File: config.mk
export PLATFORM = sky130hd
export DESIGN_NAME = spi_burst_ctrl_flat
export DESIGN_NICKNAME = d
export VERILOG_FILES = /design/src/rtl/spi_burst_ctrl_pkg.sv /design/src/rtl/spi_burst_ctrl_if.sv /design/src/rtl/spi_burst_ctrl_bit_timer.sv /design/src/rtl/spi_burst_ctrl.sv /design/src/flat_wrapper.sv
export SDC_FILE = /design/constraint.sdc
export NUM_CORES = 1
export LEC_CHECK = 0
export BUFFER_PORTS_ARGS = -buffer_cell sky130_fd_sc_hd__buf_2
export CORE_UTILIZATION = 49
export CTS_CLUSTER_SIZE = 28
export DETAILED_ROUTE_END_ITERATION = 10
export PLACE_DENSITY = 0.75
export SLEW_MARGIN = 30
export SYNTH_ARGS = -nofsm -noshare
export SYNTH_HDL_FRONTEND = slang
export SYNTH_SLANG_ARGS = --single-unit
File: constraint.sdc
create_clock -name clk -period 1.35 [get_ports clk]
set_input_delay 0.27 -clock clk [delete_from_list [all_inputs] [get_ports clk]]
set_output_delay 0.27 -clock clk [all_outputs]
set_load 0.1 [all_outputs]
File: src/rtl/spi_burst_ctrl_pkg.sv
// Shared types for the SPI burst sequencer.
// Sequencer state encoding and bit-counter sizing.
package spi_pkg;

    typedef enum logic [1:0] {
        IDLE,
        LOAD,
        SHIFT,
        STORE
    } state_t;

    localparam int DATA_W_DEF = 8;
    localparam int BIT_CNT_W  = $clog2(DATA_W_DEF + 1);

    function automatic int bit_cnt_w(input int dw);
        return $clog2(dw + 1);
    endfunction

endpackage

File: src/rtl/spi_burst_ctrl_if.sv
// FIFO/register-side signal bundle of the SPI burst sequencer.
// The slave modport is the sequencer's view.
interface spi_burst_ctrl_if #(
    parameter int BURST_W = 4,
    parameter int DIV_W   = 8
);
    logic               spe;
    logic [BURST_W-1:0] burst_len;
    logic [DIV_W-1:0]   clk_div;
    logic               w_fifo_empty;
    logic               r_fifo_full;
    logic               spif_clr;
    logic               w_fifo_en;
    logic               r_fifo_en;
    logic               spi_transfer_en;
    logic               bit_tick;
    logic               busy;
    logic               spif;
    logic               underrun;
    logic [BURST_W-1:0] word_cnt;

    modport slave (
        input  spe, burst_len, clk_div,
        input  w_fifo_empty, r_fifo_full, spif_clr,
        output w_fifo_en, r_fifo_en, spi_transfer_en,
        output bit_tick, busy, spif, underrun, word_cnt
    );

    modport master (
        output spe, burst_len, clk_div,
        output w_fifo_empty, r_fifo_full, spif_clr,
        input  w_fifo_en, r_fifo_en, spi_transfer_en,
        input  bit_tick, busy, spif, underrun, word_cnt
    );
endinterface

File: src/rtl/spi_burst_ctrl_bit_timer.sv
// Bit-period divider and bit counter for one SPI word.
// last_bit marks the tick that completes the DATA_W-th bit.
module spi_bit_timer
    import spi_pkg::*;
#(
    parameter int DATA_W = 8,
    parameter int DIV_W  = 8
) (
    input  logic             clk,
    input  logic             reset,
    input  logic             clr,
    input  logic             run,
    input  logic [DIV_W-1:0] clk_div_q,
    output logic             bit_tick,
    output logic             last_bit
);
    localparam int BCW = bit_cnt_w(DATA_W);

    logic [DIV_W-1:0] r_div_cnt;
    logic [BCW-1:0]   r_bit_cnt;
    logic             w_wrap;

    assign w_wrap   = (r_div_cnt == clk_div_q);
    assign bit_tick = run && w_wrap;
    assign last_bit = bit_tick && (r_bit_cnt == BCW'(DATA_W - 1));

    always_ff @(posedge clk) begin
        if (reset || clr) begin
            r_div_cnt <= '0;
            r_bit_cnt <= '0;
        end else if (run) begin
            if (w_wrap) begin
                r_div_cnt <= '0;
                r_bit_cnt <= r_bit_cnt + 1'b1;
            end else begin
                r_div_cnt <= r_div_cnt + 1'b1;
            end
        end
    end
endmodule

File: src/rtl/spi_burst_ctrl.sv
// SPI burst sequencer: pops TX words, paces the shift window,
// pushes RX words and reports sticky completion/underrun.
module spi_burst_ctrl
    import spi_pkg::*;
#(
    parameter int DATA_W  = 8,
    parameter int BURST_W = 4,
    parameter int DIV_W   = 8
) (
    input logic               clk,
    input logic               reset,
    spi_burst_ctrl_if.slave   ctrl
);
    state_t             r_state;
    state_t             w_state_n;
    logic [BURST_W-1:0] r_word_cnt;
    logic [BURST_W-1:0] r_burst_len_q;
    logic [DIV_W-1:0]   r_clk_div_q;
    logic               r_spif;
    logic               r_underrun;

    logic w_pop;
    logic w_push;
    logic w_set_spif;
    logic w_set_ur;
    logic w_inc;
    logic w_latch;
    logic w_run;
    logic w_tick;
    logic w_last_bit;

    assign w_run = ctrl.spe && (r_state == SHIFT);

    spi_bit_timer #(
        .DATA_W (DATA_W),
        .DIV_W  (DIV_W)
    ) u_timer (
        .clk       (clk),
        .reset     (reset),
        .clr       (r_state != SHIFT),
        .run       (w_run),
        .clk_div_q (r_clk_div_q),
        .bit_tick  (w_tick),
        .last_bit  (w_last_bit)
    );

    always_comb begin
        w_state_n  = r_state;
        w_pop      = 1'b0;
        w_push     = 1'b0;
        w_set_spif = 1'b0;
        w_set_ur   = 1'b0;
        w_inc      = 1'b0;
        w_latch    = 1'b0;
        unique case (r_state)
            IDLE: begin
                if (ctrl.spe && !ctrl.w_fifo_empty) begin
                    w_state_n = LOAD;
                    w_latch   = 1'b1;
                end
            end
            LOAD: begin
                w_pop     = 1'b1;
                w_state_n = SHIFT;
            end
            SHIFT: begin
                if (w_last_bit) w_state_n = STORE;
            end
            STORE: begin
                // A full RX FIFO stalls here with no strobes.
                if (!ctrl.r_fifo_full) begin
                    w_push = 1'b1;
                    if (r_word_cnt == r_burst_len_q) begin
                        w_set_spif = 1'b1;
                        w_state_n  = IDLE;
                    end else if (ctrl.w_fifo_empty) begin
                        w_set_spif = 1'b1;
                        w_set_ur   = 1'b1;
                        w_state_n  = IDLE;
                    end else begin
                        w_pop     = 1'b1;
                        w_inc     = 1'b1;
                        w_state_n = SHIFT;
                    end
                end
            end
            default: w_state_n = IDLE;
        endcase
        // Disabling aborts immediately and drops the partial word.
        if (!ctrl.spe) begin
            w_state_n  = IDLE;
            w_pop      = 1'b0;
            w_push     = 1'b0;
            w_set_spif = 1'b0;
            w_set_ur   = 1'b0;
            w_inc      = 1'b0;
        end
    end

    always_ff @(posedge clk) begin
        if (reset) begin
            r_state       <= IDLE;
            r_word_cnt    <= '0;
            r_burst_len_q <= '0;
            r_clk_div_q   <= '0;
            r_spif        <= 1'b0;
            r_underrun    <= 1'b0;
        end else begin
            r_state <= w_state_n;
            if (w_latch) begin
                r_burst_len_q <= ctrl.burst_len;
                r_clk_div_q   <= ctrl.clk_div;
                r_word_cnt    <= '0;
            end else if (w_inc) begin
                r_word_cnt <= r_word_cnt + 1'b1;
            end
            if (w_set_spif)         r_spif <= 1'b1;
            else if (ctrl.spif_clr) r_spif <= 1'b0;
            if (w_set_ur)           r_underrun <= 1'b1;
            else if (ctrl.spif_clr) r_underrun <= 1'b0;
        end
    end

    assign ctrl.w_fifo_en       = w_pop;
    assign ctrl.r_fifo_en       = w_push;
    assign ctrl.spi_transfer_en = w_run;
    assign ctrl.bit_tick        = w_tick;
    assign ctrl.busy            = (r_state != IDLE);
    assign ctrl.spif            = r_spif;
    assign ctrl.underrun        = r_underrun;
    assign ctrl.word_cnt        = r_word_cnt;
endmodule

File: src/flat_wrapper.sv
// flat-port wrapper written by rule: the top's interface ports become plain ports
module spi_burst_ctrl_flat import spi_pkg::*;
#(
    parameter int DATA_W  = 8,
    parameter int BURST_W = 4,
    parameter int DIV_W   = 8
)
  (clk, reset, ctrl_spe, ctrl_burst_len, ctrl_clk_div, ctrl_w_fifo_empty, ctrl_r_fifo_full, ctrl_spif_clr, ctrl_w_fifo_en, ctrl_r_fifo_en, ctrl_spi_transfer_en, ctrl_bit_tick, ctrl_busy, ctrl_spif, ctrl_underrun, ctrl_word_cnt);
  spi_burst_ctrl_if #(.BURST_W(BURST_W), .DIV_W(DIV_W)) ctrl_i ();
  input logic clk;
  input logic reset;
  input wire logic [$bits(ctrl_i.spe)-1:0] ctrl_spe;
  input wire logic [$bits(ctrl_i.burst_len)-1:0] ctrl_burst_len;
  input wire logic [$bits(ctrl_i.clk_div)-1:0] ctrl_clk_div;
  input wire logic [$bits(ctrl_i.w_fifo_empty)-1:0] ctrl_w_fifo_empty;
  input wire logic [$bits(ctrl_i.r_fifo_full)-1:0] ctrl_r_fifo_full;
  input wire logic [$bits(ctrl_i.spif_clr)-1:0] ctrl_spif_clr;
  output wire logic [$bits(ctrl_i.w_fifo_en)-1:0] ctrl_w_fifo_en;
  output wire logic [$bits(ctrl_i.r_fifo_en)-1:0] ctrl_r_fifo_en;
  output wire logic [$bits(ctrl_i.spi_transfer_en)-1:0] ctrl_spi_transfer_en;
  output wire logic [$bits(ctrl_i.bit_tick)-1:0] ctrl_bit_tick;
  output wire logic [$bits(ctrl_i.busy)-1:0] ctrl_busy;
  output wire logic [$bits(ctrl_i.spif)-1:0] ctrl_spif;
  output wire logic [$bits(ctrl_i.underrun)-1:0] ctrl_underrun;
  output wire logic [$bits(ctrl_i.word_cnt)-1:0] ctrl_word_cnt;
  assign ctrl_i.spe = ctrl_spe;
  assign ctrl_i.burst_len = ctrl_burst_len;
  assign ctrl_i.clk_div = ctrl_clk_div;
  assign ctrl_i.w_fifo_empty = ctrl_w_fifo_empty;
  assign ctrl_i.r_fifo_full = ctrl_r_fifo_full;
  assign ctrl_i.spif_clr = ctrl_spif_clr;
  assign ctrl_w_fifo_en = ctrl_i.w_fifo_en;
  assign ctrl_r_fifo_en = ctrl_i.r_fifo_en;
  assign ctrl_spi_transfer_en = ctrl_i.spi_transfer_en;
  assign ctrl_bit_tick = ctrl_i.bit_tick;
  assign ctrl_busy = ctrl_i.busy;
  assign ctrl_spif = ctrl_i.spif;
  assign ctrl_underrun = ctrl_i.underrun;
  assign ctrl_word_cnt = ctrl_i.word_cnt;
  spi_burst_ctrl #(.DATA_W(DATA_W), .BURST_W(BURST_W), .DIV_W(DIV_W)) u_core (.clk(clk), .reset(reset), .ctrl(ctrl_i));
endmodule
-- Word level (Yosys, flattened, before mapping)
Index checks and enable logic that the tools add are counted.
- register bits after elaboration: 32
- bits in latches: 0
- RAM bits: 0
- bits in read-only memories: 0
- logic and storage cells: 67
- memories kept: 0
- add/sub/neg operators: 3
- multipliers: 0
- divide/modulo/power cells: 0
- $lt $le $gt $ge: 0
- eq/ne operators: 10
- shift operators: 0
- mux-type cells: 31
- bitwise operators: 1
- reduce and logical (&&, ||, !) cells: 14
- operator list (operator ; number):
    $mux W1 ; 23
    $mux W2 ; 5
    $add A4 B1 Y4 const B ; 2
    $add A8 B1 Y8 const B ; 1
    $eq A8 B8 Y1 ; 1
    $mux W8 ; 1
    $pmux W2 S4 ; 1
    $ne A2 B2 Y1 const B ; 3
    $reduce_bool A2 Y1 ; 3
    $eq A2 B2 Y1 const B ; 2
    $eq A4 B3 Y1 const B ; 1
    $eq A4 B4 Y1 ; 1
    $logic_and A1 B1 Y1 ; 4
    $reduce_or A2 Y1 ; 2
    $reduce_and A3 Y1 ; 1
    $eq A2 B1 Y1 const B ; 1
    $logic_not A2 Y1 ; 1
    $ne A2 B1 Y1 const B ; 1
    $pmux W1 S2 ; 1
    $reduce_and A2 Y1 ; 1
    $logic_not A1 Y1 ; 1
    $logic_or A1 B1 Y1 ; 1
    $not A1 Y1 ; 1

-- Logic depth before layout (Yosys ltp)
Gate-level depths: netlist (run 1).
- depth after elaboration: 6
- depth in mapped cells: 6

-- By module
A second synthesis (run 1) with hierarchy kept.
- cells, all modules: 177
- area, all modules: 1566.5 um2
- modules (own cells, without submodules) (module ; instances ; cells an instance ; area each (um2) ; seq. area each (um2)):
    spi_burst_ctrl ; 1 ; 108 ; 919.6 ; 400.4
    spi_bit_timer ; 1 ; 69 ; 646.9 ; 240.2

-- Least setup slack after synthesis (run 1)
OpenSTA, ideal clock, no wires.
- path kind: register -> output
- from: register u_core.r_word_cnt[0], in the netlist u_core.ctrl.word_cnt[0]
- to: output port ctrl_w_fifo_en
- arrival time: 2.362 ns
- data required time: 1.080 ns
- setup slack: -1.282 ns
- stages on the path, launching flop included: 5
- cell sequence: dfxtp_1 -> xor2_1 -> o41ai_1 -> o21ai_0 -> and3_1
- longest elaborated chain between the ends: 5
- ends and longest elaborated chain (element ; line ; source):
    start: declaration ; spi_burst_ctrl.sv:16 ; logic [BURST_W-1:0] r_word_cnt;
    start signal: assignment ; spi_burst_ctrl.sv:115 ; r_word_cnt <= r_word_cnt + 1'b1;
    $eq A4 B4 Y1 ; spi_burst_ctrl.sv:73 ; if (r_word_cnt == r_burst_len_q) begin
    $mux W1 ; spi_burst_ctrl.sv:73 ;
    $mux W1 ; spi_burst_ctrl.sv:71 ; if (!ctrl.r_fifo_full) begin
    $pmux W1 S2 ; spi_burst_ctrl.sv:55 ; unique case (r_state)
    $mux W1 ; spi_burst_ctrl.sv:90 ; if (!ctrl.spe) begin
    end: declaration ; flat_wrapper.sv:18 ; output wire logic [$bits(ctrl_i.w_fifo_en)-1:0] ctrl_w_fifo_en;
No other way between the ends.

-- Final worst setup path (run 1)
- from: register u_core.r_word_cnt[2], in the netlist u_core.ctrl.word_cnt[2]
- to: output port ctrl_w_fifo_en
Same word-level chain as after synthesis.

==> results of run 1 <==
critical path: cells and delay by family (launching register included):
family,cells,cell delay (ns)
AO/OA/AOI/OAI,2,0.51
flip-flops,1,0.37
XOR/XNOR,1,0.19
AND/OR/NAND/NOR,1,0.18
buffers and inverters,1,0.16
per-layer routing:
layer	vias to the layer above	track usage [%]	share of wire, %
met5	-	0	0
li1	788	-	-
met4	0	22.79	4.4
met1	831	34.60	39
met3	23	6.473	5.9
met2	77	53.20	51
kinds of logic (layout without fill, tap and decap cells):
kind of cell	after synthesis	after routing	share of synthesized area (%)
AND/OR/NAND/NOR	82	82	27.70
buffers and inverters	9	90	2.746
multiplexers	4	4	2.585
flip-flops	32	32	41.36
XOR/XNOR	19	19	10.74
adder cells (fa/ha/maj)	3	3	2.424
AO/OA/AOI/OAI	30	30	12.44
stage by stage:
stage               setup TNS (ns)  std cells  power, µW  setup slack (ns)  utilization (%)
finish                      -8.976        304       1820           -0.6761            86.53
global route                -10.87        304       1897           -0.7327            86.53
CTS                         -5.803        303       1786           -0.6454            83.06
detailed placement          -2.823        283       1234           -0.4311            73.72
global placement            -2.363        283       1224           -0.4140            73.72
floorplan                   -2.513        179       1119           -0.3946                -
registers in the layout (all words and copies together) (netlist names):
name	cells
u_core.ctrl.spif	1
u_core.ctrl.underrun	1
u_core.ctrl.word_cnt	4
u_core.r_burst_len_q	4
u_core.r_clk_div_q	8
u_core.r_state	2
u_core.u_timer.r_bit_cnt	4
u_core.u_timer.r_div_cnt	8
synthesized netlist by cell type (2+ instances only):
| cell type | instances |
|---|---|
| o21ai_0 | 4 |
| mux2i_1 | 4 |
| nand4_1 | 9 |
| and3_1 | 7 |
| clkbuf_1 | 3 |
| dfxtp_1 | 32 |
| buf_4 | 2 |
| or3_1 | 2 |
| nand2b_1 | 3 |
| xor2_1 | 18 |
| nand3_1 | 3 |
| inv_1 | 2 |
| ha_1 | 3 |
| a21boi_1 | 2 |
| a21oi_1 | 16 |
| nor2_1 | 15 |
| nor2b_1 | 2 |
| nand2_1 | 31 |
how the worst max path moves through the flow:
stage	start	end	slack, ns
after floorplan	u_core.r_state[1]	u_core.ctrl.word_cnt[3]	-0.39
after global placement	u_core.ctrl.word_cnt[2]	ctrl_w_fifo_en	-0.41
after detailed placement	u_core.ctrl.word_cnt[2]	ctrl_w_fifo_en	-0.43
after CTS	u_core.r_burst_len_q[0]	ctrl_w_fifo_en	-0.65
after global routing	u_core.ctrl.word_cnt[2]	ctrl_w_fifo_en	-0.73
final	u_core.ctrl.word_cnt[2]	ctrl_w_fifo_en	-0.68
cell type report:
class | instances | area (µm²) | area share, %
Clock buffer | 6 | 41.29 | 1.576
Multi-Input combinational cell | 138 | 1087 | 41.50
Sequential cell | 32 | 676.9 | 25.84
Inverter | 3 | 23.77 | 0.9074
Tap cell | 44 | 55.05 | 2.101
Clock inverter | 1 | 5.005 | 0.1910
Timing Repair Buffer | 80 | 730.7 | 27.89
power by group:
group	internal [µW]	switching, µW
Clock	191	338
Combinational	149	170
Sequential	951	21.3
what timing repair did:
| action | 4_1_cts | 5_1_grt |
|---|---|---|
| endpoints found under the setup margin | 26 | 37 |
| pin swaps | 19 | 15 |
| resized for setup | 44 | 29 |
| hold buffers | 0 | 0 |
| buffers inserted | 23 | 10 |
==> impl_metrics.toml, run 1 <==
[setup_path]
r2r_setup_slack_ns = -0.35
max_stage_delay_ns = 0.42
path_class = "flip-flop to primary output"
slowest_stage = "o41ai_4"
crit_chain = "xor2_4 -> o41ai_4 -> o21ai_1 -> and3_4 -> buf_12"
worstRegToRegCells = 7
cp-start-kind = "flip-flop"
crit_path_max_fanout = 2
cp-end-kind = "primary output"
cp_data_arrival_time_ns = 1.76
crit_required_ns = 1.08
r2r-start = "u_core.r_state[0]"
r2r-end = "u_core.ctrl.word_cnt[3]"

[timing]
hold_viol = 0
fin_crit_ns = 2.026
tightest_slew_ns = 0.3601
finalCritPeriodShare_pct = 150.1
max_freq_mhz = 493.6
grt_setup_unrepaired = "yes"
setup-violations-final = 37
timing.slew.headroom_pct = 75.79
maxSlewViolCount = 0
hold_slack_ns = 0.1420
fin_ws_ns = -0.6761
clock_skew_ns = 0.02066

[floorplanning]
initial_core_util_pct = 51.16
die_w_um = 58.23
die_h_um = 58.23
rows = 20
dieArea_um2 = 3390
ios = 29
coreArea_um2 = 3028

[worst_hold_path]
hp-start = "ctrl_clk_div[0]"
whs_path_depth = 3
hold_end = "u_core.r_clk_div_q[0]"
hold_path.class = "primary input to flip-flop"

[cells_and_area]
nets = 281
diodes = 0
layout_commonest_cell = "buf_4"
mostFrequentLayoutCells = "buf_4 (38), nand2_1 (27), dfxtp_1 (19)"
area_growth_pct = 69.14
num-fill-cells = 136
final_area_um2 = 2620
drive_gt1_share_pct = 53.08

[yosys]
yosysTopAreaCell = "dfxtp_1"
async_flop_share_pct = 0
avgSynthCellArea_um2 = 8.654
synth.distinct_cells = 39
synth_area_um2 = 1549
synth-seq-cells = 32
netlist_top_cells_area = "dfxtp_1 (41%), xor2_1 (10%), nand2_1 (7.5%), a21oi_1 (5.2%), nand4_1 (3.6%)"
ys_seq_area_share_pct = 41.36
netlist_instances = 179
yosys_warnings = 0
synth_flop_cell = "dfxtp_1"
syn_nets = 200
yosysTopAreaCellShare_pct = 41.36
synth_edf_count = 0

[route]
post-route-drc-count = 0
ant_nets = 0
drtIter0Drc = 109
num_vias = 1719
first_pass_iters = 4
routed_via_density = 5.655
routed_wl_um = 5488
avgRoutedWirePerCell_um = 18.05

[global_route]
overflow = 0
grt_usage_pct = 31.34
grt_pass1_vias = 1742
antenna_found_initial = 0
grt_max_degree = 19
grt_pass1_wl_um = 7803

[place]
place_area_um2 = 2232
io_buffers = 28
place_congestion = 0.8336
dpl.hpwl_um = 3090

[cts]
clock_latency_ns = 0.36
cts_root_buffer = "clkbuf_4"
htree_levels = 2
cts_tree = "yes"
cts_buffers = 5
clock_path_buffers = 2
clkTransAtPathRegs_ns = 0.11
clock_sinks = 32

[pwr]
p_per_area_nw_per_um2 = 694.7
ir_drop_v = 0.0007275
leakage_uw = 0.001140

[outcome]
violations = "negative setup slack"
status = "finished with violations"

[flow_run]
cap_violations = 0
No activity file was read; power rests on OpenSTA's default activity.
==> run 2: changes to the inputs <==
Settings changed: CORE_UTILIZATION 49 to 54, MAX_ROUTING_LAYER from default to met4, PLACE_DENSITY 0.75 to 0.78.
Clock period 1.35 ns to 1.9 ns, I/O delays scaled along.
==> impl_metrics.toml, run 2 (synthesis gave the netlist of run 1 again) <==
[cells_and_area]
nets = 257
diodes = 0
mostFrequentLayoutCells = "nand2_1 (31), buf_4 (28), buf_2 (24)"
layout_commonest_cell = "nand2_1"
num-fill-cells = 202
drive_gt1_share_pct = 36.02
fin_util_pct = 75.74
top_regs = "u_core.r_clk_div_q x8, u_core.u_timer.r_div_cnt x8"
area_growth_pct = 33.68

[route]
first_pass_iters = 4
routed_via_density = 5.652
post-route-drc-count = 0
num_vias = 1509
drtIter0Drc = 39
ant_nets = 0
avgRoutedWirePerCell_um = 14.93
routed_wl_um = 3987

[cts]
cts_tree = "yes"
cts_root_buffer = "clkbuf_4"
clock_path_buffers = 2
clock_sinks = 32
clkTransAtPathRegs_ns = 0.10
clock_latency_ns = 0.33
htree_levels = 2
cts_hold_buffers = 0
cts_buffers = 5

[setup_path]
cp-end-kind = "primary output"
crit_required_ns = 1.52
path_buf_inv = 1
crit_path_max_fanout = 2
path_class = "flip-flop to primary output"
cp-start-kind = "flip-flop"
max_stage_delay_ns = 0.40
crit_chain = "xor2_1 -> o41ai_2 -> o21ai_1 -> and3_4 -> buf_12"
cp_data_arrival_time_ns = 1.71
cp_top_family = "compound AO/OA/AOI/OAI gates"
slowest_stage = "o41ai_2"

[global_route]
antenna_found_initial = 0
grt_pass1_wl_um = 6741
grt_pass1_vias = 1533
overflow = 0
grt_max_degree = 19
grt_usage_pct = 29.21

[pwr]
power.clock.fraction_pct = 29.3
swShare_pct = 26.83
pwr-share-comb_pct = 14.3
p_switching_uw = 329.6
power_frac_seq_pct = 56.4
p_int_uw = 898.8
p_per_area_nw_per_um2 = 593.2
leakage_uw = 0.0009588
ir_drop_v = 0.0006575

[outcome]
status = "finished with violations"
violations = "negative setup slack"

[timing]
hold_viol = 0
max_freq_mhz = 478.6
setup-violations-final = 2
grt_setup_unrepaired = "yes"
finalCritPeriodShare_pct = 110.0
clock_skew_ns = 0.009760
setup-tns-final_ns = -0.3233
fin_ws_ns = -0.1896
tightest_slew_ns = 0.5962
fin_crit_ns = 2.090
maxSlewViolCount = 0
timing.slew.headroom_pct = 60.15

[floorplanning]
coreArea_um2 = 2734
initial_core_util_pct = 56.66
rows = 19
dieArea_um2 = 3087
die_h_um = 55.56
die_w_um = 55.56
ios = 29

[flow_run]
cap_violations = 0

[place]
post-place-ws_ns = -0.06435
io_buffers = 28
dpl.hpwl_um = 2689
place_congestion = 0.9114

[worst_hold_path]
hold_path.class = "primary input to flip-flop"
[run 2: cell count changes in the layout (fill, tap and decap cells not counted), sizes merged]
| cell | delta |
|---|---|
| buf | -24 |
[run 2: metal layers]
| layer | vias to the layer above | GRT usage [%] | wire length, µm |
|---|---|---|---|
| li1 | 740 | - | - |
| met1 | 704 | 31.19 | 1550 |
| met2 | 55 | 51.29 | 2122 |
| met3 | 10 | 5.855 | 221 |
| met4 | 0 | 14.29 | 92 |
| met5 | - | - | 0 |
[run 2: timing repair]
action                                  in CTS  in global routing
resized for setup                           13                  5
endpoints found under the hold margin        0                  0
pin swaps                                    6                  6
endpoints found under the setup margin       2                 12
setup buffers                                9                  3
[run 2: final cells by class]
class	instances	area (µm²)	area share [%]
Inverter	3	12.51	0.6042
Clock buffer	6	41.29	1.994
Clock inverter	1	5.005	0.2417
Sequential cell	32	660.6	31.90
Tap cell	31	38.79	1.873
Timing Repair Buffer	56	410.4	19.82
Multi-Input combinational cell	138	902.1	43.56
[run 2: final timing paths]
kind                                    start                          end  slack (ns)  cells past startpoint
setup / recovery      u_core.ctrl.word_cnt[0]               ctrl_w_fifo_en       -0.19                      5
hold reg to reg         u_core.r_clk_div_q[6]        u_core.r_clk_div_q[6]        0.47                      2
hold / removal                ctrl_clk_div[4]        u_core.r_clk_div_q[4]        0.28                      3
setup reg to reg  u_core.u_timer.r_div_cnt[2]  u_core.u_timer.r_div_cnt[0]        0.07                      9
[run 2: worst reg2reg max path, cell delays in order (launching register included)]
cell	delay, ns
dfxtp_4	0.37
xor2_1	0.15
nor4_2	0.37
buf_4	0.17
buf_4	0.09
buf_4	0.09
buf_4	0.09
buf_4	0.12
a31o_4	0.20
nor2_1	0.07
[run 2: stage by stage]
step / instance area (µm²) / power (µW) / hold WS [ns] / instances
floorplan: 1563 / 787.3 / 0.4463 / 179
global route: 2071 / 1278 / 0.2899 / 267
CTS: 2039 / 1227 / 0.2759 / 265
global placement: 1883 / 843.7 / 0.4560 / 249
finish: 2071 / 1228 / 0.2820 / 267
detailed placement: 1883 / 848.6 / 0.4620 / 249
[run 2: power by group through the flow]
stage	Combinational [µW]	Clock, µW	Sequential [µW]
final	176	360	693
after global routing	191	392	694
after CTS	170	363	694
after detailed placement	140	0	708
after global placement	136	0	707
after floorplan	83.7	0	704
